File: src/rtl/dynamics_pkg.sv
// Shared constants and state encoding for the envelope/dynamics stages.
package dynamics_pkg;

   localparam int GAIN_W     = 4;
   localparam int GAIN_SHIFT = 3;
   localparam int SAMPLE_W   = 16;
   localparam int PROD_W     = 20;

   localparam logic [GAIN_W-1:0] GAIN_FULL = 4'd8;
   localparam logic [GAIN_W-1:0] GAIN_ONE  = 4'd1;

   typedef enum logic [1:0] {
      IDLE    = 2'd0,
      ATTACK  = 2'd1,
      SUSTAIN = 2'd2,
      RELEASE = 2'd3
   } env_state_t;

endpackage

File: src/rtl/step_timer.sv
// Counts frame ticks while enabled and emits a one-cycle step when step_len ticks
// have been seen; the count then restarts from zero.
module step_timer #(
   parameter int CNT_W = 12
) (
   input  logic             clk,
   input  logic             rst_b,
   input  logic             clear,
   input  logic             enable,
   input  logic             tick,
   input  logic [CNT_W-1:0] step_len,
   output logic             step
);

   logic [CNT_W-1:0] count;

   // A zero step_len never fires; the caller handles that case directly.
   assign step = enable && tick && (step_len != '0) && (count == step_len - CNT_W'(1));

   always_ff @(posedge clk or negedge rst_b) begin
      if (!rst_b) begin
         count <= '0;
      end else if (clear || step) begin
         count <= '0;
      end else if (enable && tick) begin
         count <= count + CNT_W'(1);
      end
   end

endmodule

File: src/rtl/attack_envelope.sv
// Attack envelope: ramps note gain 0..8 in eighths and scales signed samples.
// Optional RELEASE ramp-down is enabled with the ATTACK_RELEASE_EN macro.
//
// state   | meaning
// IDLE    | no note, gain 0
// ATTACK  | gain rising one eighth every step_len frames
// SUSTAIN | gain held at full (8)
// RELEASE | gain falling one eighth every step_len frames (ATTACK_RELEASE_EN only)
module attack_envelope
   import dynamics_pkg::*;
#(
   parameter int STEP_FRAMES_PER_UNIT = 4,
   parameter int CNT_W                = 12
) (
   input  logic                clk,
   input  logic                reset,
   input  logic [5:0]          note_duration,
   input  logic                note_start,
   input  logic                done_with_note,
   input  logic                new_frame,
   input  logic                new_sample_ready,
   input  logic [SAMPLE_W-1:0] sample_in,
   output logic [SAMPLE_W-1:0] final_sample,
   output logic                sample_valid,
   output logic [GAIN_W-1:0]   gain
);

   env_state_t                 state;
   logic [CNT_W-1:0]           step_len;
   logic [CNT_W-1:0]           note_len;
   logic                       step;
   logic                       timer_clear;
   logic                       timer_en;
   logic signed [PROD_W-1:0]   samp_ext;
   logic signed [PROD_W-1:0]   gain_ext;
   logic signed [PROD_W-1:0]   prod;

   assign note_len = CNT_W'(note_duration) * CNT_W'(STEP_FRAMES_PER_UNIT);
   assign timer_en = (state == ATTACK) || (state == RELEASE);

`ifdef ATTACK_RELEASE_EN
   assign timer_clear = note_start || (done_with_note && (state != RELEASE));
`else
   assign timer_clear = note_start || done_with_note;
`endif

   step_timer #(.CNT_W(CNT_W)) u_step_timer (
      .clk      (clk),
      .rst_b    (reset),
      .clear    (timer_clear),
      .enable   (timer_en),
      .tick     (new_frame),
      .step_len (step_len),
      .step     (step)
   );

   // Product uses the gain register as it stands, so a same-cycle step applies to the next sample.
   assign samp_ext = PROD_W'(signed'(sample_in));
   assign gain_ext = PROD_W'(gain);
   assign prod     = samp_ext * gain_ext;

   always_ff @(posedge clk or negedge reset) begin
      if (!reset) begin
         state        <= IDLE;
         gain         <= '0;
         step_len     <= '0;
         final_sample <= '0;
         sample_valid <= 1'b0;
      end else begin
         sample_valid <= new_sample_ready;
         if (new_sample_ready) begin
            final_sample <= SAMPLE_W'(prod >>> GAIN_SHIFT);
         end

         if (note_start) begin
            step_len <= note_len;
            if (note_duration == 6'd0) begin
               state <= SUSTAIN;
               gain  <= GAIN_FULL;
            end else begin
               state <= ATTACK;
               gain  <= '0;
            end
         end else if (done_with_note && (state != RELEASE)) begin
`ifdef ATTACK_RELEASE_EN
            // Nothing to ramp down from, or no step timing: drop straight to silence.
            if ((state == IDLE) || (gain == '0) || (step_len == '0)) begin
               state <= IDLE;
               gain  <= '0;
            end else begin
               state <= RELEASE;
            end
`else
            state <= IDLE;
            gain  <= '0;
`endif
         end else begin
            case (state)
               ATTACK: begin
                  if (step) begin
                     gain <= gain + GAIN_ONE;
                     if (gain == GAIN_FULL - GAIN_ONE) state <= SUSTAIN;
                  end
               end
               RELEASE: begin
                  if (step) begin
                     gain <= gain - GAIN_ONE;
                     if (gain == GAIN_ONE) state <= IDLE;
                  end
               end
               default: ;
            endcase
         end
      end
   end

endmodule
File: config.mk
export PLATFORM = sky130hd
export DESIGN_NAME = attack_envelope
export DESIGN_NICKNAME = d
export VERILOG_FILES = /design/src/rtl/dynamics_pkg.sv /design/src/rtl/step_timer.sv /design/src/rtl/attack_envelope.sv
export SDC_FILE = /design/constraint.sdc
export NUM_CORES = 1
export LEC_CHECK = 0
export BUFFER_PORTS_ARGS = -buffer_cell sky130_fd_sc_hd__buf_2
export CAP_MARGIN = 20
export CORE_ASPECT_RATIO = 1.4
export CORE_MARGIN = 2
export CORE_UTILIZATION = 25
export DETAILED_ROUTE_END_ITERATION = 8
export GPL_TIMING_DRIVEN = 0
export PLACE_DENSITY = 0.38
export SETUP_SLACK_MARGIN = 0.3
export SLEW_MARGIN = 20
export SYNTH_ARGS = -nofsm -noshare
export SYNTH_HDL_FRONTEND = slang
export SYNTH_SLANG_ARGS = --single-unit
File: constraint.sdc
create_clock -name clk -period 6.1 [get_ports clk]
set_input_delay 0.61 -clock clk [delete_from_list [all_inputs] [get_ports clk]]
set_output_delay 0.61 -clock clk [all_outputs]
set_load 0.005 [all_outputs]
==> metrics.csv, run 1 <==
stage;metric;value;unit
run_status;status;finished clean;
placement;dp_hpwl;8.595;mm
setup_path;cp.required;6.29;ns
synth;yosys-top-cells-area;dfrtp_1, fa_1, ha_1;
global_routing;antenna_found_initial;0;
global_routing;overflow;0;
hold_path;holdCritPathClass;primary input to asynchronous set/reset pin;
clock_tree;cts_tree;done;
routing;wl;10.45;mm
clock_tree;ctsHoldBuffers;0;
placement;dpl_cell_area;0.004808;sq mm
placement;port_buffers;47;
setup_path;path_max_fanout;10;
floorplan;start_util;25.68;%
synth;ys_ff_latch;41;
clock_tree;numCtsBuffers;5;
pwr;ir_drop;0.08417;mV
setup_path;worstSetupEndpointType;flop;
floorplan;row_count;56;
sta;slew_viol_final;0;
sta;setup_viol;0;
global_routing;grt_max_degree;42;
routing;num_vias;3345;
finish;drive_gt1_share;16.76;%
finish;diodes;0;
routing;post-route-drc-count;0;
finish;final_cell_mix;inv_1, and2_1, buf_2;
sta;layout_min_cycle_time;4.775;ns
floorplan;fp.dieArea;0.01836;sq mm
synth;syn-cell-area;0.004319;sq mm
setup_path;r2r_start;gain[2];
finish;area_growth;14.77;%
synth;yosysUniqueCellTypes;62;
sta;slew_headroom;57.00;%
setup_path;crit_type;flop to flop;
setup_path;path_buf_inv;4;
setup_path;reg2reg_depth;15;
synth;syn-mean-instance-area;9.170;sq um
placement;gp_congestion;0.7821;
pwr;power_density;215.1;mW/mm^2
floorplan;die_x;115.1;um
finish;final_cell_area;0.004957;sq mm
finish;finalNetCount;622;
synth;yosysWarningCount;0;
sta;worst_slew_pin_slew;0.6401;ns
routing;drtIter0Drc;96;
finish;final_common_cell;inv_1;
setup_path;rr_endpoint;final_sample[9];
setup_path;slowest_delay;0.53;ns
synth;seq_area_frac_synth;23.75;%
sta;skew;0.01319;ns
clock_tree;h-tree-depth;2;
sta;clock.fmax;0.2094;GHz
clock_tree;post_cts_buffers;0;
synth;netlist_instances;471;
job;maxCapViolations;0;
setup_path;cp-start-kind;flop;
sta;hold_violations;0;
global_routing;grt.total_usage;11.92;%
global_routing;grt_pass1_wl;17.24;mm
pwr;leakage;2.409;nW
routing;antenna_left;0;
floorplan;io_pins;49;
floorplan;coreArea;0.01682;sq mm
setup_path;critical_path.slowest_cell;fa_1;
synth;netlist.area_leader.share;23.75;%
clock_tree;cts_buffer_depth;2;
global_routing;grt_pass1_vias;3442;
sta;final.setup.tns;0;ns
routing;dr.pass1.iters;4;
sta;rsz0062_at_grt;no;
finish;fill_cells;1782;
clock_tree;root_buffer;clkbuf_16;
synth;syn_nets;568;
clock_tree;clk_pin_slew;0.07;ns
setup_path;worstPathCellList;clkbuf_1 -> clkbuf_1 -> and2_1 -> ha_1 -> fa_1 -> inv_1 -> fa_1 -> inv_1 -> ha_1 -> and3_1 -> a221oi_2 -> o21bai_1 -> a311oi_1 -> xnor2_1 -> mux2_2;
clock_tree;cts.repair.resized;0;
setup_path;arrival;4.96;ns
floorplan;die_h;159.5;um
synth;synth_edf_count;0;
clock_tree;clk_latency;0.30;ns
synth;async_reset_ff_share;100.0;%
setup_path;r2r_slack;1.33;ns
synth;synthFlopType;dfrtp_1;
routing;wl_per_cell;14.35;um
synth;yosys.area.top_type;dfrtp_1;
sta;min_period_over_period;78.27;%
routing;via_per_inst;4.595;
setup_path;critical_path.top_delay_family;adder cells;
clock_tree;clock-sinks;41;
-- power by group --
part	internal, mW	total (mW)	switching, mW
clock network	0.161	0.280	0.119
logic	0.197	0.435	0.239
registers	0.322	0.351	0.0284
total	0.680	1.07	0.386
-- metal layers --
layer,part of all wire [%],vias up,global-route usage (%)
met5,0,-,0
met4,2.1,0,4.765
met3,2.9,11,1.941
met2,54,44,22.43
met1,41,1606,12.91
li1,-,1684,-
-- logic make-up (layout without fill, tap and decap cells) --
logic type	after synthesis	count (layout)	synth area share, %
XOR/XNOR	35	35	7.097
AND/OR/NAND/NOR	153	153	19.35
adder cells (fa/ha/maj)	69	69	25.20
buffers and inverters	77	131	7.213
multiplexers	17	17	4.345
flip-flops	41	41	23.75
AO/OA/AOI/OAI	79	79	13.04
-- cell usage after synthesis (all sizes together) (7+ instances only) --
master / count
a21oi: 23
and2: 52
clkbuf: 12
dfrtp: 41
fa: 30
ha: 39
inv: 61
mux2: 14
nand2: 33
nand3: 9
nor2: 24
nor3: 7
o21ai: 15
xnor2: 20
xor2: 15
-- area by class of cell --
class,count,area (sq um),area share (%)
multi-input combinational,353,2982,60.15
sequential,41,1026,20.70
tap,203,254.0,5.124
timing repair buffer,47,237.7,4.796
inverter,61,229.0,4.619
clock buffer,6,138.9,2.802
buffer,16,82.58,1.666
clock inverter,1,7.507,0.1514
-- how the worst max path moves through the flow --
stage                     slack, ns               end  cells past startpoint  startpoint
final                          1.33   final_sample[9]                     15     gain[2]
after global routing           0.99  final_sample[14]                     15     gain[2]
after CTS                      1.25  final_sample[14]                     15     gain[2]
after detailed placement       1.27   final_sample[9]                     15     gain[2]
after global placement         1.27   final_sample[9]                     15     gain[2]
after floorplan                1.99  final_sample[14]                     15     gain[2]
-- state kept, by name, summed over array words and instances (netlist names) --
register / flops
final_sample: 16
gain: 4
sample_valid: 1
state: 2
step_len: 6
u_step_timer.count: 12
-- metrics by stage --
| step | util, % | hold WS [ns] | power [mW] | setup slack, ns | cells |
|---|---|---|---|---|---|
| final | 29.48 | 0.3103 | 1.066 | 1.325 | 728 |
| after global routing | 29.48 | 0.3664 | 1.158 | 0.9946 | 728 |
| after CTS | 29.46 | 0.4975 | 1.091 | 1.247 | 728 |
| after detailed placement | 28.59 | 0.4778 | 0.8013 | 1.273 | 721 |
| after global placement | 28.59 | 0.4752 | 0.8000 | 1.271 | 721 |
| after floorplan | - | 0.3144 | 0.6570 | 1.987 | 471 |
Power figures use the tool's default switching activity.
==> inputs of run 2 (changes only) <==
Settings changed: PLACE_DENSITY 0.38 to 0.39.
Clock period 6.1 ns to 4.2 ns, I/O delays scaled along.
==> metrics.csv, run 2 (same netlist as run 1, synthesis figures left out) <==
stage;metric;value;unit
run_status;status;finished clean;
routing;dr.pass1.iters;4;
sta;setup_viol;0;
routing;wl_per_cell;14.79;um
routing;drtIter0Drc;109;
sta;hold_violations;0;
setup_path;crit_type;flop to flop;
finish;diodes;0;
finish;largest_reg_flops;16;
floorplan;row_count;56;
global_routing;antenna_found_initial;0;
setup_path;path_max_fanout;5;
sta;worst_slew_pin_slew;0.6619;ns
routing;num_vias;3428;
setup_path;worstPathCellList;buf_8 -> clkbuf_16 -> and2_4 -> ha_4 -> inv_2 -> fa_1 -> fa_1 -> inv_2 -> ha_4 -> a21oi_2 -> o211ai_1 -> a221o_1 -> a31o_4 -> a2111o_1 -> o211ai_1;
finish;reg_top3;final_sample (16), u_step_timer.count (12), step_len (6);
setup_path;r2r_slack;0.37;ns
clock_tree;numCtsBuffers;5;
finish;final_cell_mix;inv_1, buf_2, and2_1;
floorplan;coreArea;0.01682;sq mm
global_routing;grt_use_met1;13.34;%
sta;clock.fmax;0.2611;GHz
setup_path;cp-start-kind;flop;
clock_tree;root_buffer;clkbuf_16;
finish;largest_register;final_sample;
global_routing;grt_max_degree;42;
clock_tree;cts_tree;done;
job;maxCapViolations;0;
routing;wl;11.02;mm
finish;drive_gt1_share;28.23;%
finish;area_growth;26.04;%
setup_path;critical_path.slowest_cell;fa_1;
pwr;power_density;309.8;mW/mm^2
clock_tree;clock-sinks;41;
floorplan;fp.dieArea;0.01836;sq mm
placement;dp_hpwl;8.651;mm
global_routing;grt_pass1_wl;18.28;mm
sta;slew_viol_final;0;
global_routing;grt.total_usage;12.68;%
routing;antenna_left;0;
sta;min_period_over_period;91.17;%
setup_path;slowest_delay;0.53;ns
placement;gp_congestion;0.7690;
setup_path;worstSetupEndpointType;flop;
finish;final_cell_area;0.005444;sq mm
pwr;p_total;1.686;mW
setup_path;arrival;4.04;ns
global_routing;met3_usage;2.627;%
global_routing;top_usage_layer;met2;
clock_tree;clk_pin_slew;0.07;ns
global_routing;met2_usage;24.30;%
placement;port_buffers;47;
global_routing;grt_pass1_vias;3609;
floorplan;die_x;115.1;um
finish;finalNetCount;639;
clock_tree;cts_buffer_depth;2;
sta;skew;0.009252;ns
finish;final_common_cell;inv_1;
clock_tree;h-tree-depth;2;
placement;dpl_cell_area;0.004872;sq mm
clock_tree;clk_latency;0.30;ns
floorplan;start_util;25.68;%
routing;post-route-drc-count;0;
routing;via_per_inst;4.601;
floorplan;io_pins;49;
setup_path;cp.required;4.41;ns
sta;slew_headroom;55.53;%
floorplan;die_h;159.5;um
sta;final.setup.tns;0;ns
hold_path;holdCritPathClass;primary input to asynchronous set/reset pin;
pwr;ir_drop;0.1609;mV
pwr;leakage;2.513;nW
global_routing;overflow;0;
sta;layout_min_cycle_time;3.829;ns
sta;rsz0062_at_grt;yes;
[run 2: changes by cell type in the layout (fill, tap and decap cells not counted), moves of 5 or more]
cell | before | now
and2_1 | 51 | 46
and2_4 | 0 | 5
buf_4 | 1 | 16
clkbuf_1 | 12 | 4
ha_1 | 39 | 22
ha_4 | 0 | 15
inv_1 | 61 | 56
inv_2 | 0 | 5
[run 2: report_power, final]
group	switching, mW	total, mW	internal [mW]
registers	0.0422	0.511	0.468
logic	0.390	0.769	0.379
clock network	0.174	0.407	0.234
total	0.605	1.69	1.08
[run 2: per-stage QoR]
stage / setup slack, ns / util [%] / hold WS, ns / std cells
5_1_grt: 0.2309 / 32.37 / 0.1801 / 745
2_1_floorplan: 0.3061 / - / 0.1244 / 471
6_report: 0.3708 / 32.37 / 0.1260 / 745
3_3_place_gp: -0.2435 / 28.97 / 0.4740 / 721
4_1_cts: 0.2678 / 31.64 / 0.3113 / 741
3_5_place_dp: -0.2333 / 28.97 / 0.4789 / 721
[run 2: layer usage]
metal	share of wire (%)	wire length (um)
met4	2.1	235
met1	39	4316
met3	3.3	364
met2	55	6102
met5	0	0
[run 2: path summary, 6_finish.rpt]
path | from | end | cells after the start
max reg2reg | gain[3] | final_sample[14] | 15
min reg2reg | final_sample[8] | final_sample[8] | 1
min in group clk | new_sample_ready | sample_valid | 1
max | gain[3] | final_sample[14] | 15
max in group asynchronous | reset | gain[2] | 1
min | reset | final_sample[8] | 1
[run 2: final cells by class]
| type | instances | area [sq um] |
|---|---|---|
| fillers | 1809 | 11370 |
| multi-input cells | 353 | 3253 |
| flip-flops and latches | 41 | 1028 |
| repair buffers | 64 | 375.4 |
| well taps | 203 | 254.0 |
| inverters | 61 | 229.0 |
| plain buffers | 16 | 157.7 |
| clock buffers | 6 | 138.9 |
| clock inverters | 1 | 7.507 |
[run 2: critical path: cells and delay by family, from the launching register on]
family,cells,cell delay (ns)
and+or+nand+nor,1,0.14
AOI/OAI and AO/OA,6,1.37
DFF,1,0.40
buffers and inverters,4,0.37
adders and majority gates,4,1.46
[run 2: what timing repair did]
action	4_1_cts	5_1_grt
setup endpoints to repair	12	8
resized for setup	36	23
setup buffers	12	4
hold buffers	0	0
pin swaps	22	25
cloned	1	0
==> inputs of run 3 (changes only) <==
Settings changed: CTS_BUF_LIST set to sky130_fd_sc_hd__clkbuf_8.
==> metrics.csv, run 3 (same netlist as run 1, synthesis figures left out) <==
stage;metric;value;unit
run_status;status;finished clean;
routing;drtIter0Drc;121;
global_routing;grt_max_degree;42;
finish;fill_cells;1811;
global_routing;grt.total_usage;12.54;%
global_routing;antenna_found_initial;0;
setup_path;reg2reg_depth;15;
floorplan;io_pins;49;
sta;rsz0062_at_grt;yes;
routing;via_per_inst;4.583;
sta;slew_headroom;57.28;%
setup_path;rr_endpoint;final_sample[14];
routing;antenna_left;0;
finish;largest_reg_flops;16;
sta;slew_viol_final;0;
finish;final_cell_count_no_fill;745;
clock_tree;clock-sinks;41;
sta;setup_viol;0;
global_routing;grt_pass1_vias;3612;
floorplan;start_util;25.68;%
global_routing;grt_pass1_wl;18.18;mm
finish;final_cell_mix;inv_1, buf_2, and2_1;
finish;final_common_cell;inv_1;
sta;clock.fmax;0.2609;GHz
placement;dp.cells;721;
setup_path;crit_type;flop to flop;
floorplan;coreArea;0.01682;sq mm
finish;diodes;0;
clock_tree;root_buffer;clkbuf_8;
pwr;power_density;292.0;mW/mm^2
routing;post-route-drc-count;0;
sta;hold_violations;0;
job;maxCapViolations;0;
clock_tree;numCtsBuffers;5;
sta;min_period_over_period;91.25;%
finish;area_growth;25.06;%
global_routing;overflow;0;
finish;largest_register;final_sample;
setup_path;cp.required;4.44;ns
floorplan;die_x;115.1;um
finish;drive_gt1_share;28.78;%
finish;reg_top3;final_sample (16), u_step_timer.count (12), step_len (6);
clock_tree;h-tree-depth;2;
pwr;leakage;2.491;nW
finish;final_cell_area;0.005401;sq mm
setup_path;r2r_slack;0.37;ns
routing;wl;11.08;mm
placement;dpl_cell_area;0.004872;sq mm
sta;layout_min_cycle_time;3.832;ns
sta;skew;0.01020;ns
clock_tree;cts_tree;done;
setup_path;cp-start-kind;flop;
setup_path;path_max_fanout;5;
placement;dp_hpwl;8.651;mm
finish;finalNetCount;639;
placement;gp_congestion;0.7690;
clock_tree;clk_pin_slew;0.09;ns
setup_path;worstSetupEndpointType;flop;
setup_path;r2r_start;gain[3];
floorplan;die_h;159.5;um
sta;worst_slew_pin_slew;0.6359;ns
setup_path;arrival;4.08;ns
routing;num_vias;3414;
placement;port_buffers;47;
clock_tree;cts_buffer_depth;2;
floorplan;fp.dieArea;0.01836;sq mm
floorplan;row_count;56;
routing;dr.pass1.iters;4;
routing;wl_per_cell;14.87;um
sta;hold_slack;0.08913;ns
pwr;p_total;1.577;mW
hold_path;holdCritPathClass;primary input to asynchronous set/reset pin;
sta;final.setup.tns;0;ns
clock_tree;clk_latency;0.33;ns
pwr;ir_drop;0.1441;mV
-- run 3: per-layer routing --
metal | part of all wire, % | GRT usage [%]
met1 | 40 | 13.30
met5 | 0 | 0
met4 | 1.7 | 3.779
met3 | 3.2 | 2.627
met2 | 55 | 24.14
-- run 3: area by class of cell --
type	instances	area [sq um]	share of cell area, %
Buffer	16	157.7	2.919
Clock buffer	6	82.58	1.529
Clock inverter	1	7.507	0.1390
Inverter	61	229.0	4.239
Multi-Input combinational cell	353	3267	60.48
Sequential cell	41	1028	19.04
Tap cell	203	254.0	4.702
Timing Repair Buffer	64	375.4	6.949
-- run 3: stage by stage --
stage | util (%) | setup slack, ns
after floorplan | - | 0.3061
after global placement | 28.97 | -0.2435
after detailed placement | 28.97 | -0.2333
after CTS | 31.23 | 0.2610
after global routing | 32.12 | 0.2233
final | 32.12 | 0.3676
-- run 3: worst max-delay path: stages, from the launching register on --
cell	delay, ns
dfrtp_1	0.41
buf_8	0.14
clkbuf_16	0.15
and2_4	0.14
ha_4	0.25
inv_2	0.03
fa_1	0.46
fa_1	0.53
inv_2	0.05
ha_4	0.22
a21oi_2	0.14
o211ai_1	0.12
a221o_1	0.37
a31o_4	0.27
a2111o_1	0.37
o211ai_1	0.10
-- run 3: worst max path at each step --
stage	from	endpoint	slack (ns)	cells past startpoint
after floorplan	gain[3]	final_sample[9]	0.31	15
after global placement	gain[1]	final_sample[9]	-0.24	12
after detailed placement	gain[1]	final_sample[9]	-0.23	12
after CTS	gain[2]	final_sample[14]	0.26	13
after global routing	gain[3]	final_sample[14]	0.22	15
final	gain[3]	final_sample[14]	0.37	15
-- run 3: report_power, final --
part | switching [mW] | leakage, nW | internal, mW
clock | 0.164 | 0.0433 | 0.130
combinational | 0.391 | 1.93 | 0.382
sequential | 0.0427 | 0.522 | 0.468
-- run 3: what timing repair did --
item	4_1_cts	5_1_grt
gates cloned	1	0
hold buffers	0	0
endpoints found under the setup margin	12	8
gates resized for setup	35	28
setup buffers	12	4
pin swaps	22	31
